**src/rtl/button_event_gen.sv**
```systemverilog
// Pad button front end: synchronise, debounce and turn each debounced press of
// buttons 7/9/11 into a single-cycle event, serialised so at most one fires per cycle.
module button_event_gen #(
    parameter int DEBOUNCE_CYCLES = 500000,
    parameter int CNT_W           = 20,
    parameter bit ACTIVE_LOW      = 1'b0
) (
    input  logic       CLK,
    input  logic       RST,
    input  logic       btn_7,
    input  logic       btn_9,
    input  logic       btn_11,
    output logic       event_7,
    output logic       event_9,
    output logic       event_11,
    output logic [2:0] btn_level
);

    localparam logic [CNT_W-1:0] CNT_LAST = CNT_W'(DEBOUNCE_CYCLES - 1);

    logic [2:0]       pressRaw;
    logic [2:0]       sync1_q;
    logic [2:0]       sync2_q;
    logic [2:0]       stable_q;
    logic [2:0]       stable_d;
    logic [2:0]       detect_q;
    logic [2:0]       detect_d;
    logic [2:0]       pending_q;
    logic [2:0]       pending_d;
    logic [2:0]       event_q;
    logic [2:0]       req;
    logic [2:0]       grant;
    logic [CNT_W-1:0] cnt_q [3];
    logic [CNT_W-1:0] cnt_d [3];

    assign pressRaw = {btn_11, btn_9, btn_7} ^ {3{ACTIVE_LOW}};

    // Flip the stable level on the edge where the disagreement run would reach
    // DEBOUNCE_CYCLES; any agreeing sample restarts the run.
    always_comb begin
        stable_d = stable_q;
        detect_d = '0;
        cnt_d    = '{default: '0};
        for (int i = 0; i < 3; i++) begin
            if (sync2_q[i] != stable_q[i]) begin
                if (cnt_q[i] == CNT_LAST) begin
                    stable_d[i] = ~stable_q[i];
                    detect_d[i] = ~stable_q[i];
                end else begin
                    cnt_d[i] = cnt_q[i] + CNT_W'(1);
                end
            end
        end
    end

    assign req = pending_q | detect_q;

    // Fixed priority 7 > 9 > 11; losers stay pending, repeat requests merge.
    always_comb begin
        grant = '0;
        if (req[0]) begin
            grant = 3'b001;
        end else if (req[1]) begin
            grant = 3'b010;
        end else if (req[2]) begin
            grant = 3'b100;
        end
    end

    assign pending_d = req & ~grant;

    always_ff @(posedge CLK or posedge RST) begin
        if (RST) begin
            sync1_q   <= '0;
            sync2_q   <= '0;
            stable_q  <= '0;
            detect_q  <= '0;
            pending_q <= '0;
            event_q   <= '0;
            cnt_q     <= '{default: '0};
        end else begin
            sync1_q   <= pressRaw;
            sync2_q   <= sync1_q;
            stable_q  <= stable_d;
            detect_q  <= detect_d;
            pending_q <= pending_d;
            event_q   <= grant;
            cnt_q     <= cnt_d;
        end
    end

    assign event_7   = event_q[0];
    assign event_9   = event_q[1];
    assign event_11  = event_q[2];
    assign btn_level = stable_q;

endmodule

```
**config.mk**
```make
export PLATFORM = sky130hd
export DESIGN_NAME = button_event_gen
export DESIGN_NICKNAME = d
export VERILOG_FILES = /design/src/rtl/button_event_gen.sv
export SDC_FILE = /design/constraint.sdc
export NUM_CORES = 1
export LEC_CHECK = 0
export CAP_MARGIN = 15
export CORE_UTILIZATION = 30
export CTS_CLUSTER_DIAMETER = 200
export CTS_CLUSTER_SIZE = 16
export DETAILED_ROUTE_END_ITERATION = 10
export GPL_TIMING_DRIVEN = 0
export PLACE_DENSITY = 0.56
export SLEW_MARGIN = 20
export SYNTH_ARGS = -nofsm -noshare
export SYNTH_HDL_FRONTEND = slang
export SYNTH_SLANG_ARGS = --single-unit
```
**constraint.sdc**
```tcl
create_clock -name CLK -period 2.8 [get_ports CLK]
set_clock_uncertainty 0.15 [all_clocks]
set_input_delay 0.28 -clock CLK [delete_from_list [all_inputs] [get_ports CLK]]
set_output_delay 0.28 -clock CLK [all_outputs]
set_load 0.01 [all_outputs]
```
==> results of run 1 <==
[repair_timing]
action	4_1_cts	5_1_grt
gates resized for setup	0	1
endpoints found under the setup margin	0	8
hold endpoints to repair	0	0
[state kept, by name (all words and copies together) (netlist names)]
name and count:
sync2_q 3, detect_q 3, btn_level 3, event_q 3, cnt_q 60, sync1_q 3
pending_q 2
[stage by stage]
stage / power, uW / utilization (%)
detailed placement: 1240 / 33.9
global route: 2400 / 36.4
CTS: 2340 / 36.3
finish: 2300 / 36.4
floorplan: 1210 / -
global placement: 1230 / 33.6
[where the power goes]
part	internal (uW)	switching [uW]	leakage, uW
clock	610	476	0.000130
sequential	1130	14.1	0.00105
combinational	26.4	48.9	0.000483
total	1760	539	0.00167
[final timing paths]
check                      slack (ns)  cells past startpoint         end        from
min in group CLK                 0.20                      0  sync2_q[2]  sync1_q[2]
hold / removal                   0.15                      2  event_q[0]         RST
max in group asynchronous        1.78                      3    cnt_q[7]         RST
hold reg to reg                  0.20                      0  sync2_q[2]  sync1_q[2]
setup reg to reg                 0.47                      6   cnt_q[28]   cnt_q[20]
setup / recovery                 0.47                      6   cnt_q[28]   cnt_q[20]
[cells by family (layout without fill, tap and decap cells)]
family / after synthesis / after routing
simple gates: 172 / 172
flops: 77 / 77
xor+xnor: 43 / 43
compound gates: 30 / 30
buf+inv: 21 / 48
fa+ha+maj: 3 / 3
mux: 3 / 3
[worst register-to-register path: stages (launching register included)]
cell and delay, ns:
dfrtp_1 0.41, ha_1 0.23, nand4_1 0.33, nand4bb_1 0.33, o21bai_2 0.37, buf_2 0.31, nor2_1 0.08
[area by class of cell]
cell class	count	area [um^2]	area share, %
Multi-Input combinational cell	251	1600	38.1
Timing Repair Buffer	11	128	3.03
Clock buffer	9	225	5.36
Sequential cell	77	1930	45.8
Tap cell	143	179	4.25
Clock inverter	7	56.3	1.34
Buffer	7	33.8	0.803
Inverter	14	55.1	1.31
[metal layers]
metal / GRT usage [%] / wire length, um
met1: 16.6 / 3410
met2: 18.5 / 3110
met3: 3.86 / 221
met4: 4.86 / 105
met5: 0 / 0
[cell usage after synthesis, drive strengths merged (4+ instances only)]
master	count
or3	9
nor3	9
nand3	21
xnor2	29
dfrtp	77
nor4	11
inv	14
xor2	14
o31ai	6
o21ai	5
a21oi	14
or4	14
and4	4
nand2	15
nand4	20
nor2	58
buf	5
==> results.toml, run 1 <==
[timing]
rsz0062_at_grt = "false"
timing.max_slew.rel_slack_pct = 62.5
worst_slack_ns = 0.475
slew_viol_final = 0
holdWs_ns = 0.155
fmax_ghz = 0.430
fin_crit_sh_pct = 83.0
setup_tns_ns = 0
period_needed_ns = 2.33
worstMarginPinSlew_ns = 0.560
setup_violations = 0
hold_violations = 0

[synthesis]
synthMuxAreaShare_pct = 0.936
synth-simple-area-share_pct = 25.7
yosys_warnings = 0
yosysSeqAreaShare_pct = 53.4
netlist_area_um2 = 3610
synth_ff_type = "dfrtp_1"
synth_compound_area_share_pct = 6.10
synth_top_area_share_pct = 53.4
synth_fa_ha_area_share_pct = 1.04
synth_edf_count = 0
avgSynthCellArea_um2 = 10.3
synth_xor_area_share_pct = 10.4
yosysTopAreaCell = "dfrtp_1"
synth_top_family_by_area = "simple AND/OR/NAND/NOR gates"
ys_types = 37
async_flop_share_pct = 100
syn_nets = 357
synthCells = 349
synth_seq_cells = 77
ys_top_cells_by_area = "dfrtp_1 53%, xnor2_1 7.0%, nor2_1 6.0%"

[clock_tree]
clock_path_buffers = 2
postCtsSetupBuffers = 0
cts_tree = "done"
ctsHoldBuffers = 0
clock-root-buffer = "clkbuf_16"
h-tree-depth = 3
cts_sinks = 77
clock_latency_ns = 0.34
path_clk_slew_ns = 0.07
cts_made_buffers = 9

[global_route]
antenna_found_initial = 0
grt_pass1_wl_mm = 12.3
grt_overflow = 0
track_usage_pct = 12.4
grt_pass1_vias = 2592
grt_max_degree = 47

[floorplanning]
core_um2 = 11600
die_w_um = 112
ioPinCount = 11
die_h_um = 112
dieArea_um2 = 12500
rows = 39
initial_core_util_pct = 31.2

[placement]
dpl-instance-area_um2 = 3920
place_inst = 503
hpwl_mm = 4.71
place_congestion = 0.761
io_buffers = 10
dp_slack_ns = 0.215

[routing]
drt_first_pass_iters = 4
drt_iter0_drc = 114
drc = 0
wirelength_mm = 6.85
routed_via_density = 5.02
ant_nets = 0
via_count = 2606
wl_per_cell_um = 13.2

[setup_path]
crit_arrival_ns = 2.39
cpMaxStageDelayCell = "dfrtp_1"
startpoint_type = "register"
worstPathCellList = "ha_1, nand4_1, nand4bb_1, o21bai_2, buf_2, nor2_1"
cpLargestDelayFamily = "simple AND/OR/NAND/NOR gates"
crit_path_end_kind = "register"
criticalPathCategory = "register to register"
slowest_delay_ns = 0.41
crit_buf_inv = 1
worstPathMaxFanout = 10
required_ns = 2.87

[cells_and_area]
fin_area_um2 = 4210
area_delta_synth_final_pct = 16.5
layout_common_cells = "77 x dfrtp_1, 58 x nor2_1, 29 x xnor2_1"
fillCellCount = 1139
mostFrequentLayoutCell = "dfrtp_1"
drive_gt1_share_pct = 10.9
nNetsFinal = 379
n_antenna_cell = 0
final_cell_count_no_fill = 519

[hold_path]
hp-class = "input pin to asynchronous set/reset pin"

[pwr]
leakage_uw = 0.00167
powerDensity_nw_per_um2 = 548
irDropWorstVdd_uv = 238

[flow_run]
maxCapViolCount = 0

[status]
status = "finished clean"
No activity file was read; power rests on OpenSTA's default activity.
==> run 2: changes to the inputs <==
- clock period: 2.8 -> 2.2 ns (I/O delays scaled with it)
==> run 2 against run 1 <==
- cell count grew 2.1%
- total power grew 30%
- non-clock buffer count grew 12
- first-iteration DRC count grew 15%
- the run now ends with design-rule violations left
==> results.toml, run 2 (synthesis gave the netlist of run 1 again) <==
[floorplanning]
die_h_um = 112
rows = 39
ioPinCount = 11
dieArea_um2 = 12500
core_um2 = 11600
initial_core_util_pct = 31.2
die_w_um = 112

[routing]
drt_iter0_drc = 131
wirelength_mm = 7.12
drc = 1
wl_per_cell_um = 13.4
ant_nets = 0
drt_first_pass_iters = 7
routed_via_density = 4.94
via_count = 2618

[pwr]
leakage_uw = 0.00173
irDropWorstVdd_uv = 429
power_uw = 2990
powerDensity_nw_per_um2 = 682

[placement]
place_inst = 505
io_buffers = 10
place_congestion = 0.752
dp_slack_ns = -0.401
hpwl_mm = 4.79

[global_route]
grt_pass1_vias = 2742
grt_pass1_wl_mm = 12.9
grt_overflow = 0
track_usage_pct = 12.9
antenna_found_initial = 0
grt_max_degree = 25

[cells_and_area]
mostFrequentLayoutCell = "dfrtp_1"
layout_common_cells = "72 x dfrtp_1, 58 x nor2_1, 29 x xnor2_1"
final-seq-area_um2 = 1930
top_register = "cnt_q"
nNetsFinal = 391
area_delta_synth_final_pct = 21.2
largest_reg_flops = 60
multi_input_area_um2 = 1640
n_antenna_cell = 0
final_cell_count_no_fill = 530
fillCellCount = 1111
drive_gt1_share_pct = 15.2

[setup_path]
criticalPathCategory = "register to register"
crit_path_end_kind = "register"
crit_arrival_ns = 2.18
required_ns = 2.27
r2r_slack_ns = 0.09
startpoint_type = "register"
worstPathMaxFanout = 5

[clock_tree]
cts_made_buffers = 9
cts_sinks = 77
clock_path_buffers = 2
clock_latency_ns = 0.33
ctsHoldBuffers = 0
path_clk_slew_ns = 0.06
clock-root-buffer = "clkbuf_16"
cts_tree = "done"
h-tree-depth = 3

[timing]
worstMarginPinSlew_ns = 0.419
holdWs_ns = 0.0924
hold_violations = 0
fin_crit_sh_pct = 96.0
slew_viol_final = 0
timing.max_slew.rel_slack_pct = 72.0
worst_slack_ns = 0.0878
setup_violations = 0
fmax_ghz = 0.473
period_needed_ns = 2.11
rsz0062_at_grt = "true"

[status]
status = "finished with violations"
violations = "design-rule violations"

[flow_run]
maxCapViolCount = 0

[hold_path]
hp-class = "input pin to asynchronous set/reset pin"
==> run 2: changes by cell type in the layout (fill, tap and decap cells not counted), moves of 2 or more <==
cell and delta:
inv_6 -2, dfrtp_2 +5, nor4_2 +2, nor4_1 -2, dfrtp_1 -5, buf_4 +10
==> run 2: cell type report <==
cell class | count | area share (%)
Timing Repair Buffer | 23 | 5.72
Buffer | 7 | 0.800
Sequential cell | 77 | 44.2
Clock inverter | 4 | 1.14
Tap cell | 143 | 4.09
Clock buffer | 11 | 5.32
Multi-Input combinational cell | 251 | 37.5
Inverter | 14 | 1.29
==> run 2: path summary, 6_finish.rpt <==
check	start	to	cells after the start
setup / recovery	cnt_q[52]	btn_level[0]	3
hold / removal	RST	cnt_q[9]	2
setup reg to reg	cnt_q[52]	btn_level[0]	3
hold reg to reg	sync1_q[0]	sync2_q[0]	0
max in group asynchronous	RST	cnt_q[42]	4
min in group CLK	btn_7	sync1_q[0]	1
==> run 2: repair_timing <==
action / 4_1_cts / 5_1_grt
cloned: 0 / 0
pin swaps: 3 / 2
resized for setup: 3 / 13
buffers inserted: 5 / 5
endpoints found under the setup margin: 30 / 8
==> run 2: metrics by stage <==
| stage | TNS, ns | utilization, % | area [um^2] |
|---|---|---|---|
| final | 0 | 37.8 | 4380 |
| after global routing | -0.0149 | 37.8 | 4380 |
| after CTS | 0 | 37.3 | 4310 |
| after detailed placement | -5.16 | 34.3 | 3970 |
| after global placement | -5.29 | 33.7 | 3890 |
| after floorplan | 0 | - | 3610 |
==> run 2: critical path, stage by stage, from the launching register on <==
cell and delay [ns]:
dfrtp_1 0.44, or4_4 0.58, or4_4 0.55, mux2_2 0.28
==> run 2: report_power, final <==
group / internal, uW / switching, uW / total [uW]
logic: 46.4 / 65.5 / 112
registers: 1440 / 18.7 / 1450
clock network: 870 / 550 / 1420
==> run 2: routing by layer <==
layer	share of wire, %	global-route usage [%]	wire [um]	vias up
met4	1.7	5.50	121	0
met2	46	19.9	3260	25
met3	2.7	3.86	193	10
met5	0	0	0	-
li1	-	-	-	1312
met1	50	16.8	3540	1271
==> run 3: changes to the inputs <==
- clock period: 2.2 -> 2.36 ns (I/O delays scaled with it)
==> run 3 against run 2 <==
- fmax down 3.9%
- sequential share of layout area rose by 1.2 points
- via count is 0.53% higher
- setup slack better by 0.075 ns
- combinational power fell by 17%
- die area is the same
- the run now ends clean
- global-route usage decreased by 0.54 points
- register-to-register slack gained 0.07 ns
- clock power decreased by 9%
- sequential power decreased by 6%
- clock-buffer cell count fell by 2
==> results.toml, run 3 (synthesis gave the netlist of run 1 again) <==
[setup_path]
criticalPathCategory = "register to register"
r2r_slack_ns = 0.16
worstReg2RegStart = "cnt_q[40]"
crit_arrival_ns = 2.31
ff2ff_path_depth = 5
worstPathMaxFanout = 9
required_ns = 2.47
crit_path_end_kind = "register"
r2r-end = "cnt_q[58]"
startpoint_type = "register"

[global_route]
grt_pass1_vias = 2598
grt_pass1_wl_mm = 12.3
grt_max_degree = 47
track_usage_pct = 12.4
grt_overflow = 0
antenna_found_initial = 0

[pwr]
pwr-share-comb_pct = 3.4
power_uw = 2730
leakage_uw = 0.00169
powerDensity_nw_per_um2 = 643
pwr-share-clk_pct = 47.0
irDropWorstVdd_uv = 284
switchingPower_uw = 639
p_sw_share_pct = 23.4
internal-power_uw = 2100
seqPwrFrac_pct = 49.5

[clock_tree]
cts_sinks = 77
clock_path_buffers = 2
cts_tree = "done"
clock_latency_ns = 0.34
ctsHoldBuffers = 0
path_clk_slew_ns = 0.06
clock-root-buffer = "clkbuf_16"
h-tree-depth = 3
cts_made_buffers = 9

[placement]
place_congestion = 0.761
dp_slack_ns = -0.225
io_buffers = 10
hpwl_mm = 4.71

[cells_and_area]
fillCellCount = 1136
multi_input_area_um2 = 1620
final-seq-area_um2 = 1930
n_antenna_cell = 0
largest_reg_flops = 60
mostFrequentLayoutCell = "dfrtp_1"
layout_common_cells = "77 x dfrtp_1, 58 x nor2_1, 29 x xnor2_1"
nNetsFinal = 383
drive_gt1_share_pct = 11.8
area_delta_synth_final_pct = 17.7
top_register = "cnt_q"

[routing]
highest_layer = "met4"
wl_per_cell_um = 13.3
drt_iter0_drc = 107
wl_met2_mm = 3.18
wirelength_mm = 6.94
ant_nets = 0
drc = 0
routed_via_density = 5.03
drt_first_pass_iters = 4
met3WireLength_um = 218
via_count = 2632
wl_met1_mm = 3.44

[timing]
timing.max_slew.rel_slack_pct = 64.0
setup_violations = 0
worst_slack_ns = 0.163
worstMarginPinSlew_ns = 0.534
hold_violations = 0
slew_viol_final = 0
period_needed_ns = 2.20
fin_crit_sh_pct = 93.1
rsz0062_at_grt = "false"
fmax_ghz = 0.455

[floorplanning]
die_h_um = 112
core_um2 = 11600
initial_core_util_pct = 31.2
ioPinCount = 11
rows = 39
die_w_um = 112
dieArea_um2 = 12500

[flow_run]
maxCapViolCount = 0

[hold_path]
hp-class = "input pin to asynchronous set/reset pin"

[status]
status = "finished clean"
==> run 3: changes by cell type in the layout (fill, tap and decap cells not counted), moves of 2 or more <==
cell     delta
buf_4       -6
inv_6       +2
dfrtp_2     -5
nor4_1      +2
dfrtp_1     +5
nor4_2      -2
==> run 3: how the worst max path moves through the flow <==
stage | from | to | slack, ns | cells past startpoint
global route | cnt_q[40] | cnt_q[58] | 0.04 | 5
detailed placement | cnt_q[20] | cnt_q[31] | -0.22 | 6
finish | cnt_q[40] | cnt_q[58] | 0.16 | 5
global placement | RST | cnt_q[25] | -1.29 | 2
floorplan | RST | btn_level[0] | 0.007 | 1
CTS | cnt_q[52] | cnt_q[46] | 0.06 | 4
==> run 3: power groups by stage <==
| stage | Combinational (uW) | Clock (uW) | Sequential [uW] |
|---|---|---|---|
| after floorplan | 59.4 | 0 | 1380 |
| after global placement | 84.1 | 0 | 1380 |
| after detailed placement | 92.6 | 0 | 1380 |
| after CTS | 94.2 | 1330 | 1350 |
| after global routing | 107 | 1390 | 1360 |
| final | 93.3 | 1290 | 1360 |
==> run 3: per-stage QoR <==
stage | area (um^2) | setup TNS [ns] | hold slack [ns] | utilization [%] | instances
6_report | 4250 | 0 | 0.112 | 36.8 | 523
5_1_grt | 4250 | 0 | 0.153 | 36.8 | 523
4_1_cts | 4210 | 0 | 0.117 | 36.4 | 519
3_5_place_dp | 3920 | -2.19 | 0.186 | 33.9 | 503
3_3_place_gp | 3890 | -100.55 | 0.183 | 33.6 | 502
2_1_floorplan | 3610 | 0 | 0.117 | - | 349
==> run 3: critical path, stage by stage (launching register included) <==
cell,delay (ns)
dfrtp_1,0.39
ha_1,0.28
nand4_4,0.20
or3_2,0.53
or4_1,0.41
a21oi_1,0.15
==> run 3: final cells by class <==
type,count,share of cell area [%]
clock buffers,9,5.30
repair buffers,15,3.71
well taps,143,4.21
plain buffers,7,0.795
flip-flops and latches,77,45.3
inverters,14,1.29
clock inverters,7,1.32
multi-input cells,251,38.1
==> run 3: routing by layer <==
layer | GRT usage (%) | vias to the layer above
li1 | - | 1296
met1 | 16.6 | 1295
met2 | 18.6 | 33
met3 | 3.86 | 8
met4 | 4.86 | 0
met5 | 0 | -
==> run 3: what timing repair did <==
action,in CTS,in global routing
buffers inserted,0,4
gates resized for setup,2,1
endpoints found under the setup margin,10,21
pin swaps,0,2
